===== src/rtl/rf_writeback_arbiter_pkg.sv =====
// Shared register-file parameters and writeback requester ids.
// Imported by the writeback arbiter and its priority picker.
package rf_writeback_arbiter_pkg;

    // Register file geometry.
    localparam int RF_WORD_WIDTH  = 32;
    localparam int RF_INDEX_WIDTH = 5;

    // r0 is hard-wired to zero; writes to it are swallowed.
    localparam int RF_R0_IDX = 0;

    // Default number of writeback requesters and their slot assignment.
    localparam int RF_WB_NUM_REQ = 3;

    typedef enum logic [2:0] {
        WB_REQ_LOAD = 3'd0,
        WB_REQ_ALU  = 3'd1,
        WB_REQ_MUL  = 3'd2
    } wb_req_id_e;

endpackage


===== src/rtl/rf_writeback_arbiter_wb_priority_picker.sv =====
// Combinational priority picker: scans valid bits starting at start_i with
// wrap-around and returns a one-hot grant plus the encoded winner id.
// Used for both rotating (start = pointer) and fixed (start = 0) priority.
module wb_priority_picker
    import rf_writeback_arbiter_pkg::*;
#(
    parameter int NUM_REQ = RF_WB_NUM_REQ,
    parameter int ID_W    = $clog2(NUM_REQ)
) (
    input  logic [NUM_REQ-1:0] valid_i,
    input  logic [ID_W-1:0]    start_i,
    output logic [NUM_REQ-1:0] grant_o,
    output logic [ID_W-1:0]    grant_id_o,
    output logic               any_o
);

    // First valid requester at or after start_i, wrapping past NUM_REQ-1.
    always_comb begin
        int j;
        grant_o    = '0;
        grant_id_o = '0;
        any_o      = 1'b0;
        j          = 0;
        for (int k = 0; k < NUM_REQ; k++) begin
            j = int'(start_i) + k;
            if (j >= NUM_REQ) begin
                j = j - NUM_REQ;
            end
            if (!any_o && valid_i[j]) begin
                any_o      = 1'b1;
                grant_o[j] = 1'b1;
                grant_id_o = ID_W'(j);
            end
        end
    end

endmodule


===== src/rtl/rf_writeback_arbiter.sv =====
// Register-file writeback arbiter: grants one valid/ready requester per cycle
// and drives the single register-file write port from a registered stage.
// Writes to r0 are accepted but leave rf_write_enable low.
// Build option: define RF_WB_ROUND_ROBIN_EN for rotating priority; without it
// the lowest-numbered valid requester always wins.
module rf_writeback_arbiter
    import rf_writeback_arbiter_pkg::*;
#(
    parameter int NUM_REQ              = RF_WB_NUM_REQ,
    parameter int WORD_WIDTH           = RF_WORD_WIDTH,
    parameter int REGISTER_INDEX_WIDTH = RF_INDEX_WIDTH,
    localparam int ID_W                = $clog2(NUM_REQ)
) (
    input  logic                                    clk,
    input  logic                                    reset,
    input  logic [NUM_REQ-1:0]                      req_valid,
    input  logic [NUM_REQ*REGISTER_INDEX_WIDTH-1:0] req_idx,
    input  logic [NUM_REQ*WORD_WIDTH-1:0]           req_data,
    output logic [NUM_REQ-1:0]                      req_ready,
    output logic                                    rf_write_enable,
    output logic [REGISTER_INDEX_WIDTH-1:0]         rf_write_idx,
    output logic [WORD_WIDTH-1:0]                   rf_write_data,
    output logic [ID_W-1:0]                         grant_id
);

    logic [ID_W-1:0]                 start_ptr;
    logic [NUM_REQ-1:0]              pick_grant;
    logic [ID_W-1:0]                 pick_id;
    logic                            pick_any;
    logic                            transfer;
    logic [REGISTER_INDEX_WIDTH-1:0] sel_idx;
    logic [WORD_WIDTH-1:0]           sel_data;

    logic                            wen_q,  wen_d;
    logic [REGISTER_INDEX_WIDTH-1:0] widx_q, widx_d;
    logic [WORD_WIDTH-1:0]           wdata_q, wdata_d;
    logic [ID_W-1:0]                 gid_q,  gid_d;

`ifdef RF_WB_ROUND_ROBIN_EN
    logic [ID_W-1:0] ptr_q, ptr_d;

    // Rotate priority to just past the last winner; hold when nothing is granted.
    always_comb begin
        ptr_d = ptr_q;
        if (transfer) begin
            ptr_d = (pick_id == ID_W'(NUM_REQ - 1)) ? '0 : pick_id + 1'b1;
        end
    end

    // Priority pointer register.
    always_ff @(posedge clk) begin
        if (reset) begin
            ptr_q <= '0;
        end else begin
            ptr_q <= ptr_d;
        end
    end

    assign start_ptr = ptr_q;
`else
    assign start_ptr = '0;
`endif

    wb_priority_picker #(
        .NUM_REQ (NUM_REQ),
        .ID_W    (ID_W)
    ) u_picker (
        .valid_i    (req_valid),
        .start_i    (start_ptr),
        .grant_o    (pick_grant),
        .grant_id_o (pick_id),
        .any_o      (pick_any)
    );

    // Readiness is suppressed during reset so no offer is consumed then.
    assign req_ready = reset ? '0 : pick_grant;
    assign transfer  = pick_any && !reset;

    assign sel_idx  = req_idx[int'(pick_id)*REGISTER_INDEX_WIDTH +: REGISTER_INDEX_WIDTH];
    assign sel_data = req_data[int'(pick_id)*WORD_WIDTH +: WORD_WIDTH];

    // Next write-port contents: load the winner, otherwise idle and hold.
    always_comb begin
        wen_d   = 1'b0;
        widx_d  = widx_q;
        wdata_d = wdata_q;
        gid_d   = gid_q;
        if (transfer) begin
            wen_d   = (sel_idx != REGISTER_INDEX_WIDTH'(RF_R0_IDX));
            widx_d  = sel_idx;
            wdata_d = sel_data;
            gid_d   = pick_id;
        end
    end

    // Registered write-port stage; reset drops any write already staged.
    always_ff @(posedge clk) begin
        if (reset) begin
            wen_q   <= 1'b0;
            widx_q  <= '0;
            wdata_q <= '0;
            gid_q   <= '0;
        end else begin
            wen_q   <= wen_d;
            widx_q  <= widx_d;
            wdata_q <= wdata_d;
            gid_q   <= gid_d;
        end
    end

    assign rf_write_enable = wen_q;
    assign rf_write_idx    = widx_q;
    assign rf_write_data   = wdata_q;
    assign grant_id        = gid_q;

endmodule


===== config.mk =====
export PLATFORM = sky130hd
export DESIGN_NAME = rf_writeback_arbiter
export DESIGN_NICKNAME = d
export VERILOG_FILES = /design/src/rtl/rf_writeback_arbiter_pkg.sv /design/src/rtl/rf_writeback_arbiter_wb_priority_picker.sv /design/src/rtl/rf_writeback_arbiter.sv
export SDC_FILE = /design/constraint.sdc
export NUM_CORES = 1
export LEC_CHECK = 0
export CAP_MARGIN = 20
export CORE_UTILIZATION = 37
export DETAILED_ROUTE_END_ITERATION = 7
export PLACE_DENSITY = 0.86
export SYNTH_ARGS = -nofsm -noshare
export SYNTH_HDL_FRONTEND = slang
export SYNTH_SLANG_ARGS = --single-unit

===== constraint.sdc =====
create_clock -name clk -period 3.25 [get_ports clk]
set_clock_uncertainty 0.1 [all_clocks]
set_input_delay 0.65 -clock clk [delete_from_list [all_inputs] [get_ports clk]]
set_output_delay 0.65 -clock clk [all_outputs]
set_load 0.05 [all_outputs]

==> impl_metrics.json <==
{
  "ctsHoldBuffers": 0,
  "place_area_sq_mm": 0.00372,
  "r2r-start": "rf_write_data[3]$_SDFFE_PP0P_",
  "synth.distinct_cells": 27,
  "detail-route-antenna-nets": 0,
  "reg2reg_to": "rf_write_data[3]$_SDFFE_PP0P_",
  "reg2reg_slack_ns": 2.36,
  "cts.htree.levels": 2,
  "dieArea_sq_mm": 0.00607,
  "grt_start_max_net_pins": 45,
  "drt_iter0_drc": 122,
  "ctsResizeCount": 0,
  "crit_fanout": 7,
  "slew_violations": 0,
  "finalCritPeriodShare": 0.741,
  "relSlewSlack": 0.624,
  "io_pins": 159,
  "critPathCaptureType": "output port",
  "path_clk_slew_ns": 0.08,
  "drc": 0,
  "num_rows": 27,
  "antenna_cells": 0,
  "grt_overflow": 0,
  "outcome": "finished, final reports clean",
  "place.port_buffers": 158,
  "dp_hpwl_microns": 5110,
  "cts_buffers": 5,
  "cts_post_setup_buffers_inserted": 0,
  "num_vias": 2622,
  "clockBufferDepth": 2,
  "start_kind": "input port",
  "rr_worst_depth": 2,
  "synth_edf_count": 0,
  "clock-sinks": 40,
  "antenna_found_initial": 0,
  "endpoint": "req_ready[2]",
  "fmax_mhz": 415,
  "cts_tree": "yes",
  "die_h_microns": 77.9,
  "crit_required_ns": 2.50,
  "leakage_nw": 1.46,
  "final_nets": 535,
  "setup_viol": 0,
  "power.density_mw_per_mm2": 359,
  "yosysWarnings": 0,
  "period_needed_ns": 2.41,
  "drt_wl_total_microns": 7020,
  "grt_pass1_vias": 2482,
  "seqPwrFrac": 0.395,
  "insertion_delay_ns": 0.28,
  "wl_per_cell_microns": 14.3,
  "gp_congestion": 0.837,
  "peakVddDrop_mv": 0.212,
  "viasPerCell": 5.33,
  "critPathLaunch": "req_valid[2]",
  "intPower_mw": 0.934,
  "start_util": 0.385,
  "track_usage": 0.230,
  "p_clk_frac": 0.249,
  "seq_area_frac_synth": 0.375,
  "area_growth_pct": 78.9,
  "worst-setup-path-type": "in -> out",
  "nFillCells": 479,
  "p_comb_frac": 0.356,
  "hp-class": "reg -> reg",
  "first_pass_iters": 6,
  "cts_root_buffer": "clkbuf_8",
  "syn-num-nets": 391,
  "async_reset_ff_frac": 0,
  "coreArea_sq_mm": 0.00554,
  "syn-instance-count": 275,
  "grt_pass1_wl_microns": 11400,
  "ys.flop_type": "dfxtp_1",
  "switching_share": 0.320,
  "worst_pin_slew_ns": 0.562,
  "worstPathArrival_ns": 1.66,
  "p_sw_mw": 0.439,
  "rsz0062_at_grt": "no",
  "synth-seq-cells": 40,
  "hold_viol": 0,
  "final_area_sq_mm": 0.00382,
  "finalSetupTns_ns": 0,
  "synth_area_sq_mm": 0.00213,
  "fp.dieW_microns": 77.9,
  "cap_violations": 0,
  "layout-drive-gt1-share": 0.0571,
  "synth.avg_cell_area_sq_um": 7.76
}
==> area by class of cell <==
class,instances,area [sq um],area share
Clock buffer,6,82.6,0.0216
Clock inverter,2,10.0,0.00262
Inverter,7,26.3,0.00688
Multi-Input combinational cell,199,1170,0.307
Sequential cell,40,801,0.210
Tap cell,72,90.1,0.0236
Timing Repair Buffer,166,1640,0.429
==> cells by family (layout without fill, tap and decap cells) <==
family          count (synthesis)  after routing  synth area share
simple gates                  119            119             0.284
flops                          40             40             0.375
compound gates                 80             80             0.263
buf+inv                        36            181            0.0780
==> sequential cells by signal, summed over array words and instances, names as in the netlist <==
signal	count
rf_write_enable	1
grant_id	2
rf_write_data	32
rf_write_idx	5
==> power by group through the flow <==
stage	registers, mW	logic, mW	clock network (mW)
after floorplan	0.671	0.137	0
after global placement	0.552	0.483	0
after detailed placement	0.553	0.488	0
after CTS	0.542	0.490	0.349
after global routing	0.547	0.519	0.368
final	0.542	0.489	0.341
==> synthesized netlist by cell type (all sizes together) (2+ instances only) <==
cell type  instances  area share
o21bai             2      0.0070
dfxtp             40        0.38
buf               18       0.046
a21oi             38       0.089
a221oi            32        0.13
clkbuf            11       0.019
nor2b              6       0.021
inv                7       0.012
a222oi             3       0.014
nor2              35       0.062
nand2             39       0.069
nand3b            32        0.11
==> cell usage in the layout (no fill, tap or decap), drive strengths merged <==
master,synthesis,final
nand3b,32,32
clkbuf,11,6
inv,7,7
clkdlybuf4s50,0,153
nor3,1,1
nor2,35,35
and3,1,1
nand2b,1,1
buf,18,13
a21oi,38,38
a31o,1,1
a32o,1,1
clkinv,0,2
dfxtp,40,40
a221oi,32,32
nor2b,6,6
nand3,1,1
or3,1,1
a222oi,3,3
and2,1,1
nor3b,1,1
a211oi,1,1
o21bai,2,2
nand2,39,39
o211a,1,1
a311oi,1,1
==> how the worst min path moves through the flow <==
stage | startpoint | end | slack (ns) | cells after the start
finish | rf_write_idx[1]$_SDFFE_PP0P_ | rf_write_idx[1]$_SDFFE_PP0P_ | 0.35 | 2
floorplan | rf_write_idx[0]$_SDFFE_PP0P_ | rf_write_idx[0]$_SDFFE_PP0P_ | 0.57 | 2
global placement | rf_write_idx[1]$_SDFFE_PP0P_ | rf_write_idx[1]$_SDFFE_PP0P_ | 0.34 | 2
global route | rf_write_idx[1]$_SDFFE_PP0P_ | rf_write_idx[1]$_SDFFE_PP0P_ | 0.38 | 2
CTS | rf_write_idx[1]$_SDFFE_PP0P_ | rf_write_idx[1]$_SDFFE_PP0P_ | 0.35 | 2
detailed placement | rf_write_idx[1]$_SDFFE_PP0P_ | rf_write_idx[1]$_SDFFE_PP0P_ | 0.34 | 2
==> per-stage QoR <==
step / total power, mW / instances / hold WS [ns] / setup slack, ns / utilization
after global placement: 1.04 / 484 / 0.341 / 0.875 / 0.672
after global routing: 1.43 / 492 / 0.377 / 0.756 / 0.689
after floorplan: 0.808 / 275 / 0.571 / 0.551 / -
after detailed placement: 1.04 / 484 / 0.344 / 0.814 / 0.672
after CTS: 1.38 / 492 / 0.355 / 0.841 / 0.689
final: 1.37 / 492 / 0.352 / 0.843 / 0.689
==> metal layers <==
metal | share of wire | track usage | routed length (microns) | vias to the layer above
met1 | 0.42 | 0.278 | 2970 | 1227
met2 | 0.49 | 0.405 | 3460 | 104
met5 | 0 | 0 | 0 | -
met3 | 0.062 | 0.0447 | 434 | 14
met4 | 0.022 | 0.0815 | 154 | 0
li1 | - | - | - | 1277
==> worst max-delay path, cell delays in order <==
cell and delay, ns:
clkdlybuf4s50_1 0.61, and3_1 0.20, buf_4 0.19
(Power assumes the default switching activity.)
==> RTL change, RTL diff (same flow settings) <==
`RF_INDEX_WIDTH`: 5 -> 4.
--- a/src/rtl/rf_writeback_arbiter_pkg.sv
+++ b/src/rtl/rf_writeback_arbiter_pkg.sv
@@ -4,7 +4,7 @@
 
     // Register file geometry.
     localparam int RF_WORD_WIDTH  = 32;
-    localparam int RF_INDEX_WIDTH = 5;
+    localparam int RF_INDEX_WIDTH = 4;
 
     // r0 is hard-wired to zero; writes to it are swallowed.
     localparam int RF_R0_IDX = 0;
Ports: changed (resized req_idx and rf_write_idx); port bits go from 159 to 155. The function was not compared with the original's and may differ.
==> RTL change against the unedited design <==
  * Final cell count up 4.9%
  * Synthesized area rose by 9.1%
  * Sequential cell count shrank 1
  * Setup slack worse by 0.20 ns
  * Power increased by 3.8%
  * Utilization shrank 2.2 points
  * Final area increased by 4.7%
  * Register-to-register slack improved by 0.14 ns
  * Wire length rose by 10%
  * Critical endpoint unchanged
==> RTL change: results (changes against the unedited design) <==
run_status:
  outcome: "finished clean"
synth:
  avgSynthCellArea_sq_um: 7.788  # +0.39%
  synth.top_cells.by_count: "dfxtp_1, nand2_1, a21oi_1, or3b_1, nor2_1"
  synth_nets: 412  # +5.4%
  synth_seq_area_share: 0.3353  # -0.04006
  synth.distinct_cells: 29  # +7.4%
  ys_top_cells_by_area: "dfxtp_1, or3b_1, o31ai_1, nand2b_1, a21oi_1"
clock_network:
  cts_setup_buffers: 0  # unchanged
  cts_resized: 0  # unchanged
  clk_latency_ns: 0.28  # about the same
  cts.clk_slew.worst_paths_ns: 0.08  # about the same
  cts-buffers-inserted: 5  # unchanged
pwr:
  p_leak_nw: 1.454  # -0.33%
  pwr-share-seq: 0.378  # -0.017
  vdd_drop_max_v: 0.0002908  # +37%
  powerClk_w: 0.000359  # +5%
  switching_share: 0.3239  # +0.004261
  p_clk_frac: 0.252  # +0.003
placed_design:
  gp_congestion: 0.7671  # -8.4%
  place_inst: 508  # +5.0%
  port_buffers: 154  # -2.5%
  dp_hpwl_mm: 5.729  # +12%
drt:
  wl_per_cell_um: 14.96  # +4.9%
  drt_iter0_drc: 57  # -53%
  routed_wl_mm: 7.721  # +10%
  dr.pass1.iters: 4  # -2
  vias: 2685  # +2.4%
worst_setup_path:
  slowest_delay_ns: 0.46  # -0.15 ns
  arrival_ns: 1.86  # +0.20 ns
  critPathMaxFanout: 44  # +37
finish:
  nFillCells: 499  # +4.2%
  drive_gt1_frac: 0.05215  # -0.004989
  antenna_cells: 0  # unchanged
  nNetsFinal: 553  # +3.4%
sta:
  slew_headroom: 0.6438  # +0.01966
global_routing:
  grt_first_pass_wirelength_mm: 12.20  # +7.4%
  track_usage: 0.2377  # +0.007440
  antenna_found_initial: 0  # unchanged
  grt_pass1_vias: 2622  # +5.6%
[RTL change: layer usage]
| metal | wire length [um] | track usage | vias to the layer above |
|---|---|---|---|
| met2 | 3870 | 0.4233 | 104 |
| met4 | 142 | 0.07143 | 0 |
| met5 | 0 | 0 | - |
| met1 | 3147 | 0.2786 | 1233 |
| li1 | - | - | 1333 |
| met3 | 560 | 0.05618 | 15 |
[RTL change: area by class of cell]
type / instances / area share
clock buffers: 8 / 0.02504
multi-input cells: 230 / 0.3518
repair buffers: 162 / 0.4025
well taps: 75 / 0.02347
flip-flops and latches: 39 / 0.1953
inverters: 2 / 0.001878
[RTL change: logic make-up after synthesis]
kind of cell           count (synthesis)  synth area share
AND/OR/NAND/NOR                      148            0.3735
AO/OA/AOI/OAI                         81            0.2262
buffers and inverters                 30           0.06072
multiplexers                           1          0.004299
flip-flops                            39            0.3353
[RTL change: final timing paths]
kind	from	to	slack [ns]	cells after the start
hold reg to reg	rf_write_data[17]$_SDFFE_PP0P_	rf_write_data[17]$_SDFFE_PP0P_	0.35	2
hold / removal	rf_write_data[17]$_SDFFE_PP0P_	rf_write_data[17]$_SDFFE_PP0P_	0.35	2
setup reg to reg	rf_write_idx[2]$_SDFFE_PP0P_	rf_write_idx[2]$_SDFFE_PP0P_	2.50	2
setup / recovery	req_valid[2]	req_ready[2]	0.64	4
[RTL change: metrics by stage]
stage / util / instance area, sq um / setup WS (ns) / hold slack, ns
after floorplan: - / 2328 / 0.2219 / 0.5672
after global placement: 0.6506 / 3897 / 0.6512 / 0.3328
after detailed placement: 0.6506 / 3897 / 0.5875 / 0.3381
after CTS: 0.6673 / 3998 / 0.6317 / 0.3558
after global routing: 0.6673 / 3998 / 0.5519 / 0.3772
final: 0.6673 / 3998 / 0.6439 / 0.3541
